$ cat config.mk
export PLATFORM = sky130hd
export DESIGN_NAME = vai_master
export DESIGN_NICKNAME = d
export VERILOG_FILES = /design/src/rtl/vai_master.sv
export SDC_FILE = /design/constraint.sdc
export NUM_CORES = 1
export LEC_CHECK = 0
export ABC_AREA = 1
export CAP_MARGIN = 20
export CORE_MARGIN = 4
export CORE_UTILIZATION = 45
export DETAILED_ROUTE_END_ITERATION = 8
export PLACE_DENSITY_LB_ADDON = 0.08
export SYNTH_ARGS = -nofsm -noshare
export SYNTH_HDL_FRONTEND = slang
export SYNTH_SLANG_ARGS = --single-unit
$ cat constraint.sdc
create_clock -name Clk_i -period 1.5 [get_ports Clk_i]
set_input_delay 0.375 -clock Clk_i [delete_from_list [all_inputs] [get_ports Clk_i]]
set_output_delay 0.375 -clock Clk_i [all_outputs]
set_load 0.01 [all_outputs]
$ cat src/rtl/vai_master.sv
// vai_master: VAI initiator. Serialises single host read/write commands into a
// VAI request frame, parses the returned ack frame and hands back data + status.
// Optional build macro: VAI_MASTER_TIMEOUT_EN (per-beat ack timeout, status 11).
//
//  state    | meaning
//  ---------+--------------------------------------------------------------
//  IDLE     | waiting for a host command (or discarding a late ack frame)
//  TX_HDR   | presenting the request header beat
//  TX_DATA  | presenting the write data beat
//  RX_HDR   | waiting for the ack header beat
//  RX_DATA  | waiting for the ack read-data beat
//  RX_STOP  | waiting for the ack stop beat; also drains after a frame error
//  RSP      | presenting the result to the host
module vai_master #(
    parameter int unsigned RSP_TIMEOUT = 255
) (
    input  logic       Clk_i,
    input  logic       Reset_n_i,
    input  logic       ReqValid_i,
    output logic       ReqAccept_o,
    input  logic       ReqWrite_i,
    input  logic [3:0] ReqAddr_i,
    input  logic [7:0] ReqData_i,
    output logic       RspValid_o,
    input  logic       RspAccept_i,
    output logic [7:0] RspData_o,
    output logic [1:0] RspStatus_o,
    output logic [7:0] Dout_o,
    output logic       DoutValid_o,
    output logic       DoutStart_o,
    output logic       DoutStop_o,
    input  logic       DoutAccept_i,
    input  logic [7:0] Din_i,
    input  logic       DinValid_i,
    input  logic       DinStart_i,
    input  logic       DinStop_i,
    output logic       DinAccept_o
);

    typedef enum logic [2:0] {
        S_IDLE    = 3'd0,
        S_TX_HDR  = 3'd1,
        S_TX_DATA = 3'd2,
        S_RX_HDR  = 3'd3,
        S_RX_DATA = 3'd4,
        S_RX_STOP = 3'd5,
        S_RSP     = 3'd6
    } state_t;

    state_t     r_state;
    state_t     w_state_nxt;
    logic [7:0] r_hdr;
    logic [7:0] r_wdata;
    logic [7:0] r_data;
    logic       r_ferr;
    logic       r_rerr;
    logic       r_tmo;
    logic       r_run;
    logic       w_write;
    logic       w_in_rx;
    logic       w_beat;
    logic       w_hdr_bad;
    logic       w_timeout;
    logic       w_discard;

    assign w_write   = r_hdr[0];
    assign w_in_rx   = (r_state == S_RX_HDR) || (r_state == S_RX_DATA) || (r_state == S_RX_STOP);
    assign w_beat    = DinValid_i && DinAccept_o;
    // Upper nibble of the ack header is the responder's echo of the address; only cmd is checked.
    assign w_hdr_bad = !DinStart_i || DinStop_i || (Din_i[3:0] != r_hdr[3:0]);

`ifdef VAI_MASTER_TIMEOUT_EN
    logic [15:0] r_cnt;
    logic        r_discard;

    assign w_timeout = w_in_rx && !w_beat && (r_cnt == 16'(RSP_TIMEOUT - 1));
    assign w_discard = r_discard;

    // Per-beat wait counter: restarts on every RX state entry and every accepted ack beat.
    always_ff @(posedge Clk_i or negedge Reset_n_i) begin
        if (!Reset_n_i) begin
            r_cnt <= 16'd0;
        end else if (!w_in_rx || (w_state_nxt != r_state) || w_beat) begin
            r_cnt <= 16'd0;
        end else begin
            r_cnt <= r_cnt + 16'd1;
        end
    end

    // After a timeout the late ack frame is swallowed in IDLE up to its stop beat.
    always_ff @(posedge Clk_i or negedge Reset_n_i) begin
        if (!Reset_n_i) begin
            r_discard <= 1'b0;
        end else if (w_timeout) begin
            r_discard <= 1'b1;
        end else if ((r_state == S_IDLE) && w_beat && DinStop_i) begin
            r_discard <= 1'b0;
        end
    end
`else
    localparam int unsigned LP_UNUSED_TMO = RSP_TIMEOUT;
    assign w_timeout = 1'b0;
    assign w_discard = 1'b0;
`endif

    // State register; r_run keeps ReqAccept_o low while reset is asserted.
    always_ff @(posedge Clk_i or negedge Reset_n_i) begin
        if (!Reset_n_i) begin
            r_state <= S_IDLE;
            r_run   <= 1'b0;
        end else begin
            r_state <= w_state_nxt;
            r_run   <= 1'b1;
        end
    end

    // Next-state and beat-level handshake outputs.
    always_comb begin
        w_state_nxt = r_state;
        ReqAccept_o = 1'b0;
        DoutValid_o = 1'b0;
        DoutStart_o = 1'b0;
        DoutStop_o  = 1'b0;
        Dout_o      = 8'h00;
        DinAccept_o = 1'b0;
        RspValid_o  = 1'b0;
        case (r_state)
            S_IDLE: begin
                ReqAccept_o = r_run && !w_discard;
                DinAccept_o = w_discard;
                if (ReqValid_i && ReqAccept_o) begin
                    w_state_nxt = S_TX_HDR;
                end
            end
            S_TX_HDR: begin
                DoutValid_o = 1'b1;
                DoutStart_o = 1'b1;
                DoutStop_o  = !w_write;
                Dout_o      = r_hdr;
                if (DoutAccept_i) begin
                    w_state_nxt = w_write ? S_TX_DATA : S_RX_HDR;
                end
            end
            S_TX_DATA: begin
                DoutValid_o = 1'b1;
                DoutStop_o  = 1'b1;
                Dout_o      = r_wdata;
                if (DoutAccept_i) begin
                    w_state_nxt = S_RX_HDR;
                end
            end
            S_RX_HDR: begin
                DinAccept_o = 1'b1;
                if (w_beat) begin
                    if (DinStop_i) begin
                        w_state_nxt = S_RSP;
                    end else begin
                        w_state_nxt = w_write ? S_RX_STOP : S_RX_DATA;
                    end
                end else if (w_timeout) begin
                    w_state_nxt = S_RSP;
                end
            end
            S_RX_DATA: begin
                DinAccept_o = 1'b1;
                if (w_beat) begin
                    w_state_nxt = DinStop_i ? S_RSP : S_RX_STOP;
                end else if (w_timeout) begin
                    w_state_nxt = S_RSP;
                end
            end
            S_RX_STOP: begin
                DinAccept_o = 1'b1;
                if ((w_beat && DinStop_i) || w_timeout) begin
                    w_state_nxt = S_RSP;
                end
            end
            S_RSP: begin
                RspValid_o = 1'b1;
                if (RspAccept_i) begin
                    w_state_nxt = S_IDLE;
                end
            end
            default: begin
                w_state_nxt = S_IDLE;
            end
        endcase
    end

    // Command latch, ack parsing and error flags.
    always_ff @(posedge Clk_i or negedge Reset_n_i) begin
        if (!Reset_n_i) begin
            r_hdr   <= 8'h00;
            r_wdata <= 8'h00;
            r_data  <= 8'h00;
            r_ferr  <= 1'b0;
            r_rerr  <= 1'b0;
            r_tmo   <= 1'b0;
        end else begin
            case (r_state)
                S_IDLE: begin
                    if (ReqValid_i && ReqAccept_o) begin
                        r_hdr   <= {ReqAddr_i, 3'b000, ReqWrite_i};
                        r_wdata <= ReqData_i;
                        r_data  <= 8'h00;
                        r_ferr  <= 1'b0;
                        r_rerr  <= 1'b0;
                        r_tmo   <= 1'b0;
                    end
                end
                S_RX_HDR: begin
                    if (w_beat && w_hdr_bad) begin
                        r_ferr <= 1'b1;
                    end
                end
                S_RX_DATA: begin
                    if (w_beat) begin
                        r_data <= Din_i;
                        if (DinStart_i || DinStop_i) begin
                            r_ferr <= 1'b1;
                        end
                    end
                end
                S_RX_STOP: begin
                    if (w_beat) begin
                        if (!DinStop_i || (Din_i > 8'h01)) begin
                            r_ferr <= 1'b1;
                        end else if (Din_i == 8'h01) begin
                            r_rerr <= 1'b1;
                        end
                    end
                end
                default: begin
                end
            endcase
            if (w_timeout) begin
                r_tmo  <= 1'b1;
                r_data <= 8'h00;
            end
        end
    end

    // Result is only driven while presenting it; timeout > frame error > responder error.
    always_comb begin
        RspData_o   = 8'h00;
        RspStatus_o = 2'b00;
        if (r_state == S_RSP) begin
            RspData_o = r_data;
            if (r_tmo) begin
                RspStatus_o = 2'b11;
            end else if (r_ferr) begin
                RspStatus_o = 2'b10;
            end else if (r_rerr) begin
                RspStatus_o = 2'b01;
            end
        end
    end

endmodule

==> PnR_summary.wiki, run 1 <==
{| class="wikitable"
! Metric !! Value
|-
| Result of the run || finished with violations
|-
| Violations in the final reports || setup timing
|-
| Die outline height || 66.79 um
|-
| Path category of the worst min-delay check || in2async
|-
| Worst-case clock skew || 3.522 ps
|-
| Combined area of all synthesized cells || 1555 um^2
|-
| Critical path's largest stage delay || 490 ps
|-
| Worst-path cell chain || nor2_4 > buf_6 > nand2_8 > o21a_1 > inv_1 > buf_2
|-
| Routed vias || 1713
|-
| Overall die width || 66.79 um
|-
| Crit path time final || 1928 ps
|-
| Syn_nets || 236
|-
| Clock tree from TritonCTS || yes
|-
| CP required || 1120 ps
|-
| Post-route cell area || 2625 um^2
|-
| Worst setup SP type || register
|-
| Pin count of the biggest net entering global routing || 28
|-
| Port-buffer cells || 52
|-
| Cell row count || 21
|-
| Post-cts hold buffer count || 0
|-
| Yosys reg bits || 27
|-
| Static Leakage || 1.358 nW
|-
| Clock buffer count from CTS || 3
|-
| Critical Path Source || r_state[2]$_DFFE_PN0P_
|-
| Detailed Place HPWL || 3235 um
|-
| Final count of hold timing violations || 0
|-
| Final max-slew violation count || 0
|-
| Setup repair after global routing missed its margin || true
|-
| Post-placement cell area || 2308 um^2
|-
| Top achievable clock speed || 0.5185 GHz
|-
| Number of warnings reported in the yosys synthesis log || 0
|-
| DRC viols || 0
|-
| Max clock buf depth || 2
|-
| Share of post-route cells with drive strength above 1 || 42.47%
|-
| Post-layout net count || 329
|-
| Part of the Yosys area used for sequential elements || 43.44%
|-
| Clock-pin slew on the worst setup and hold paths || 150 ps
|-
| Max-capacitance violation count || 0
|-
| Placer congestion estimate || 0.9267
|-
| Number of buffers and inverters on the critical path || 3
|-
| PwrDens || 1749 nW/um^2
|-
| Source-to-sink clock delay at the later pin of the worst-skew pair || 320 ps
|-
| Area growth from synthesis to final layout || 68.79%
|-
| Core box area || 3337 um^2
|-
| Worst Path Arrival || 1550 ps
|-
| Commonest cells after routing, fill and taps aside || nand2_1, clkdlybuf4s50_1, inv_1, buf_4, dfrtp_1
|-
| Vias in the first global route || 1578
|-
| Leading cell type in the layout, fill and taps excluded || nand2_1
|-
| Starting density of the core || 46.61%
|-
| Global-route wire length before repair || 7224 um
|-
| Number of antenna violations at the first check in global routing || 0
|-
| Total routed wirelength || 4868 um
|-
| I/O pins || 53
|-
| IR drop worst, VDD || 0.9930 mV
|-
| Post-Synthesis Mean Instance Area || 7.513 um^2
|-
| Die area || 4461 um^2
|-
| Crit share post-route || 128.6%
|-
| Worst hold margin || 385.8 ps
|-
| Endpoint class of the critical path || output pin
|-
| Worst path top cell family by delay || flip-flops
|-
| Count of unique library cells instantiated by Yosys || 23
|-
| Number of antenna-violating nets in the routed design || 0
|-
| Gate count of the mapped netlist || 207
|-
| Slowest stage cell, crit path || dfrtp_2
|-
| CTS H-tree depth || 1
|-
| Final antenna diode count || 0
|-
| CP max FO || 5
|-
| Remaining global-route overflow || 0
|-
| Router iterations before antenna repair || 4
|-
| Clock tree root driver cell || clkbuf_4
|-
| Vias/cell || 4.965
|-
| Detailed router's first-iteration violation count || 102
|-
| Global router's overall resource usage || 21.42%
|-
| Clock Sink Count || 27
|-
| Category of the critical setup timing path || reg2out
|-
| Average wire length per cell after detail routing || 14.11 um
|-
| Final-report setup violation count || 46
|-
| Reg-to-reg critical path startpoint || r_state[2]$_DFFE_PN0P_
|-
| Fin worst setup slack || -428.5 ps
|}
==> metrics by stage <==
stage / TNS [ps] / utilization (%) / setup WS, ps / instances / power [W]
CTS: -8211 / 71.80 / -342.3 / 340 / 0.004076
global placement: -9487 / 69.18 / -388.0 / 327 / 0.003469
finish: -8629 / 78.67 / -428.5 / 345 / 0.004592
floorplan: -9.319 / - / -9.319 / 207 / 0.002458
global route: -10960 / 78.67 / -471.8 / 345 / 0.004891
detailed placement: -11220 / 69.18 / -447.7 / 327 / 0.003506
==> logic make-up (layout without fill, tap and decap cells) <==
logic type	Yosys count	after routing	synth area share (%)
other cells	1	1	0.2411
simple gates	114	114	34.59
buf+inv	39	131	11.10
compound gates	26	26	10.62
flops	27	27	43.44
==> worst paths after layout <==
path | end | slack [ps] | depth (start not counted)
max | DoutStop_o | -430 | 6
min reg2reg | r_wdata[5]$_DFFE_PN0P_ | 510 | 2
max in group asynchronous | r_state[0]$_DFFE_PN0P_ | 940 | 2
min in group Clk_i | r_wdata[5]$_DFFE_PN0P_ | 510 | 2
max reg2reg | r_state[2]$_DFFE_PN0P_ | -200 | 13
min | r_data[2]$_DFFE_PN0P_ | 390 | 2
==> where the power goes <==
| group | switching (W) | leakage (nW) | internal [W] |
|---|---|---|---|
| Combinational | 0.00159 | 1.00 | 0.00146 |
| Clock | 0.000221 | 0.0150 | 0.000104 |
| Sequential | 0.000195 | 0.342 | 0.00102 |
==> state kept, by name (all words and copies together), names as in the netlist <==
register,flops
r_ferr,1
r_run,1
r_rerr,1
r_hdr,5
r_data,8
r_state,3
r_wdata,8
==> routing by layer <==
layer,track usage (%),routed length [um]
met5,0,0
met4,7.614,63
met3,2.698,257
met2,36.26,2404
met1,27.90,2142
==> synth_stat cells (all sizes together) <==
cell type / instances / area, um^2
a21o: 1 / 7.510
a21oi: 1 / 8.760
a32o: 4 / 40.04
buf: 3 / 33.78
clkbuf: 1 / 5.000
conb: 1 / 3.750
dfrtp: 27 / 675.7
inv: 35 / 133.9
nand2: 61 / 264.0
nand3: 22 / 110.1
nor2: 28 / 143.9
nor3: 3 / 20.02
o21a: 1 / 7.510
o21ai: 14 / 70.06
o22ai: 5 / 31.28
==> final cells by class <==
cell class,count,area [um^2]
multi-input cells,141,912.1
repair buffers,91,790.8
fillers,245,711.9
flip-flops and latches,27,678.2
inverters,35,153.9
well taps,46,57.56
clock buffers,4,26.28
repair inverters,1,6.256
==> worst reg2reg max path: stages (launching register included) <==
cell and delay, ps:
dfrtp_2 490, nor2_4 190, buf_6 140, nand2_8 70, buf_12 130, nand2_4 50
buf_4 110, buf_6 90, inv_4 30, nor2_4 90, nor2_4 50, nand2_2 70
nand2_1 50, nand2_1 80
==> repair_timing <==
action | 4_1_cts | 5_1_grt
resized for setup | 126 | 57
hold endpoints to repair | 0 | 0
setup buffers | 10 | 5
pin swaps | 10 | 17
endpoints found under the setup margin | 37 | 50
gates cloned | 1 | 1
Note: power is estimated with default switching activity, not from simulation.
==> run 2, diff against run 1 <==
- ABC_CLOCK_PERIOD_IN_PS: default -> 2000
- CELL_PAD_IN_SITES_DETAIL_PLACEMENT: default -> 1
- CELL_PAD_IN_SITES_GLOBAL_PLACEMENT: default -> 1
- CORE_UTILIZATION: 45 -> 32
- clock period: 1.5 -> 2 ns (I/O delays scaled with it)
==> run 2 against run 1 <==
Compared with the run above: sequential power shrank 27%; the run still ends with setup timing left; critical endpoint is now RspData_o[7]; combinational power decreased by 39%; cell count grew 4.1%; critical path depth rose by 2; register-to-register slack gained 490 ps.
==> PnR_summary.wiki, run 2 (synthesis results as in run 1) <==
{| class="wikitable"
! Metric !! Value
|-
| Biggest regs || r_data (8), r_wdata (8), r_hdr (5) (unchanged)
|-
| Final max-slew violation count || 0 (unchanged)
|-
| Max clock buf depth || 2 (unchanged)
|-
| Path category of the worst min-delay check || reg2reg (was in2async)
|-
| Remaining global-route overflow || 0 (unchanged)
|-
| Core box area || 4723 um^2 (was 3337 um^2)
|-
| CP required || 1500 ps (was 1120 ps)
|-
| Area growth from synthesis to final layout || 55.67% (was 68.79%)
|-
| Detailed router's first-iteration violation count || 64 (was 102)
|-
| Total routed wirelength || 5225 um (was 4868 um)
|-
| I/O pins || 53 (unchanged)
|-
| Starting density of the core || 32.93% (was 46.61%)
|-
| Final core area utilization || 51.26% (was 78.67%)
|-
| Fin worst setup slack || -144.8 ps (was -428.5 ps)
|-
| Critical Path Source || r_state[2]$_DFFE_PN0P_ (unchanged)
|-
| Cell row count || 25 (was 21)
|-
| Worst Path Arrival || 1640 ps (was 1550 ps)
|-
| Worst-case clock skew || 4.684 ps (was 3.522 ps)
|-
| Source-to-sink clock delay at the later pin of the worst-skew pair || 280 ps (was 320 ps)
|-
| Endpoint of the worst hold path || r_wdata[6]$_DFFE_PN0P_
|-
| Number of antenna-violating nets in the routed design || 0 (unchanged)
|-
| Reg-to-reg critical path startpoint || r_state[2]$_DFFE_PN0P_ (unchanged)
|-
| Global-route wire length before repair || 8404 um (was 7224 um)
|-
| Setup repair after global routing missed its margin || true (unchanged)
|-
| CP max FO || 4 (was 5)
|-
| Max-capacitance violation count || 0 (unchanged)
|-
| Port-buffer cells || 52 (unchanged)
|-
| IR drop worst, VDD || 0.6727 mV (was 0.9930 mV)
|-
| Endpoint class of the critical path || output pin (unchanged)
|-
| Final count of hold timing violations || 0 (unchanged)
|-
| Worst reg-to-reg setup slack || 290 ps (was -200 ps)
|-
| Routed vias || 1633 (was 1713)
|-
| Clock tree from TritonCTS || yes (unchanged)
|-
| Die outline height || 77.72 um (was 66.79 um)
|-
| Router iterations before antenna repair || 4 (unchanged)
|-
| Hold Path Cell Cnt || 2
|-
| Commonest cells after routing, fill and taps aside || nand2_1, inv_1, clkdlybuf4s50_1 (was nand2_1, clkdlybuf4s50_1, inv_1, buf_4, dfrtp_1)
|-
| DRC viols || 0 (unchanged)
|-
| Result of the run || finished with violations (unchanged)
|-
| Clock-pin slew on the worst setup and hold paths || 110 ps (was 150 ps)
|-
| Clock tree root driver cell || clkbuf_8 (was clkbuf_4)
|-
| Worst reg2reg path endpoint || r_wdata[3]$_DFFE_PN0P_ (was r_state[2]$_DFFE_PN0P_)
|-
| Final-report setup violation count || 11 (was 46)
|-
| Total instance count after detailed placement || 337 (was 327)
|-
| Cell depth of the worst flop-to-flop path || 10 (was 13)
|-
| Average wire length per cell after detail routing || 14.55 um (was 14.11 um)
|-
| Vias/cell || 4.549 (was 4.965)
|-
| Post-route cell area || 2421 um^2 (was 2625 um^2)
|-
| Overall die width || 77.72 um (was 66.79 um)
|-
| Non-Filler Instances || 359 (was 345)
|-
| Leading cell type in the layout, fill and taps excluded || nand2_1 (unchanged)
|-
| Worst hold margin || 486.2 ps (was 385.8 ps)
|-
| Number of antenna violations at the first check in global routing || 0 (unchanged)
|-
| Worst setup SP type || register (unchanged)
|-
| Share of post-route cells with drive strength above 1 || 29.11% (was 42.47%)
|-
| CTS H-tree depth || 1 (unchanged)
|-
| Global router's overall resource usage || 17.09% (was 21.42%)
|-
| Top achievable clock speed || 0.4662 GHz
|-
| Crit share post-route || 107.2%
|-
| Crit path time final || 2145 ps
|-
| Detailed Place HPWL || 3619 um (was 3235 um)
|-
| Category of the critical setup timing path || reg2out (unchanged)
|-
| Vias in the first global route || 1721 (was 1578)
|-
| Die area || 6040 um^2 (was 4461 um^2)
|-
| Placer congestion estimate || 0.7820 (was 0.9267)
|-
| Clock buffer count from CTS || 3 (unchanged)
|-
| Final antenna diode count || 0 (unchanged)
|-
| Clock Sink Count || 27 (unchanged)
|-
| Static Leakage || 1.255 nW (was 1.358 nW)
|-
| Min-Delay Startpoint || r_wdata[6]$_DFFE_PN0P_
|-
| Violations in the final reports || setup timing (unchanged)
|-
| Aggregate negative setup slack || -470.5 ps (was -8629 ps)
|-
| PwrDens || 1280 nW/um^2 (was 1749 nW/um^2)
|-
| Pin count of the biggest net entering global routing || 28 (unchanged)
|-
| Post-layout net count || 322 (was 329)
|-
| Post-placement cell area || 2233 um^2 (was 2308 um^2)
|}
[run 2: where the power goes]
group | internal (W) | switching, W
Combinational | 0.000844 | 0.00103
Clock | 0.000142 | 0.000195
Sequential | 0.000767 | 0.000125
[run 2: cell type report]
type,instances,area [um^2]
Inverter,35,136.4
Sequential cell,27,676.9
Tap cell,67,83.83
Clock buffer,3,41.29
Timing Repair inverter,1,7.507
Clock inverter,1,7.507
Fill cell,613,2302
Multi-Input combinational cell,141,758.2
Timing Repair Buffer,84,709.4
[run 2: how the worst max path moves through the flow]
stage	slack [ps]	to
2_1_floorplan	300	RspStatus_o[0]
3_3_place_gp	-30	RspStatus_o[0]
3_5_place_dp	-90	RspStatus_o[0]
4_1_cts	-170	RspData_o[7]
5_1_grt	-260	RspData_o[7]
6_report	-140	RspData_o[7]
[run 2: what timing repair did]
| action | CTS | global route |
|---|---|---|
| gates cloned | 1 | 0 |
| endpoints found under the setup margin | 24 | 19 |
| resized for setup | 80 | 30 |
| setup buffers | 9 | 10 |
| pin swaps | 3 | 7 |
| hold buffers | 0 | 0 |
[run 2: critical path, stage by stage, from the launching register on]
cell,delay (ps)
dfrtp_1,390
inv_2,80
nor3_4,230
buf_6,140
clkinvlp_4,110
buf_6,140
buf_6,110
nor2_4,70
buf_6,100
[run 2: metal layers]
layer / vias up / part of all wire, % / track usage (%)
met5: - / 0 / 0
met1: 775 / 45 / 22.79
met2: 35 / 51 / 29.20
met4: 0 / 0.52 / 3.737
li1: 821 / - / -
met3: 2 / 3.9 / 2.436
[run 2: stage by stage]
step	power [W]	worst slack, ps
final	0.003099	-144.8
after global routing	0.003365	-259.6
after CTS	0.002923	-165.8
after detailed placement	0.002543	-86.59
after global placement	0.002512	-30.32
after floorplan	0.001830	303.8
==> run 3, diff against run 2 <==
- CAP_MARGIN: 20 -> default
- CTS_CLUSTER_SIZE: default -> 14
==> results of run 3 <==
Final layout, timing and power as in run 2 (identical DEF).
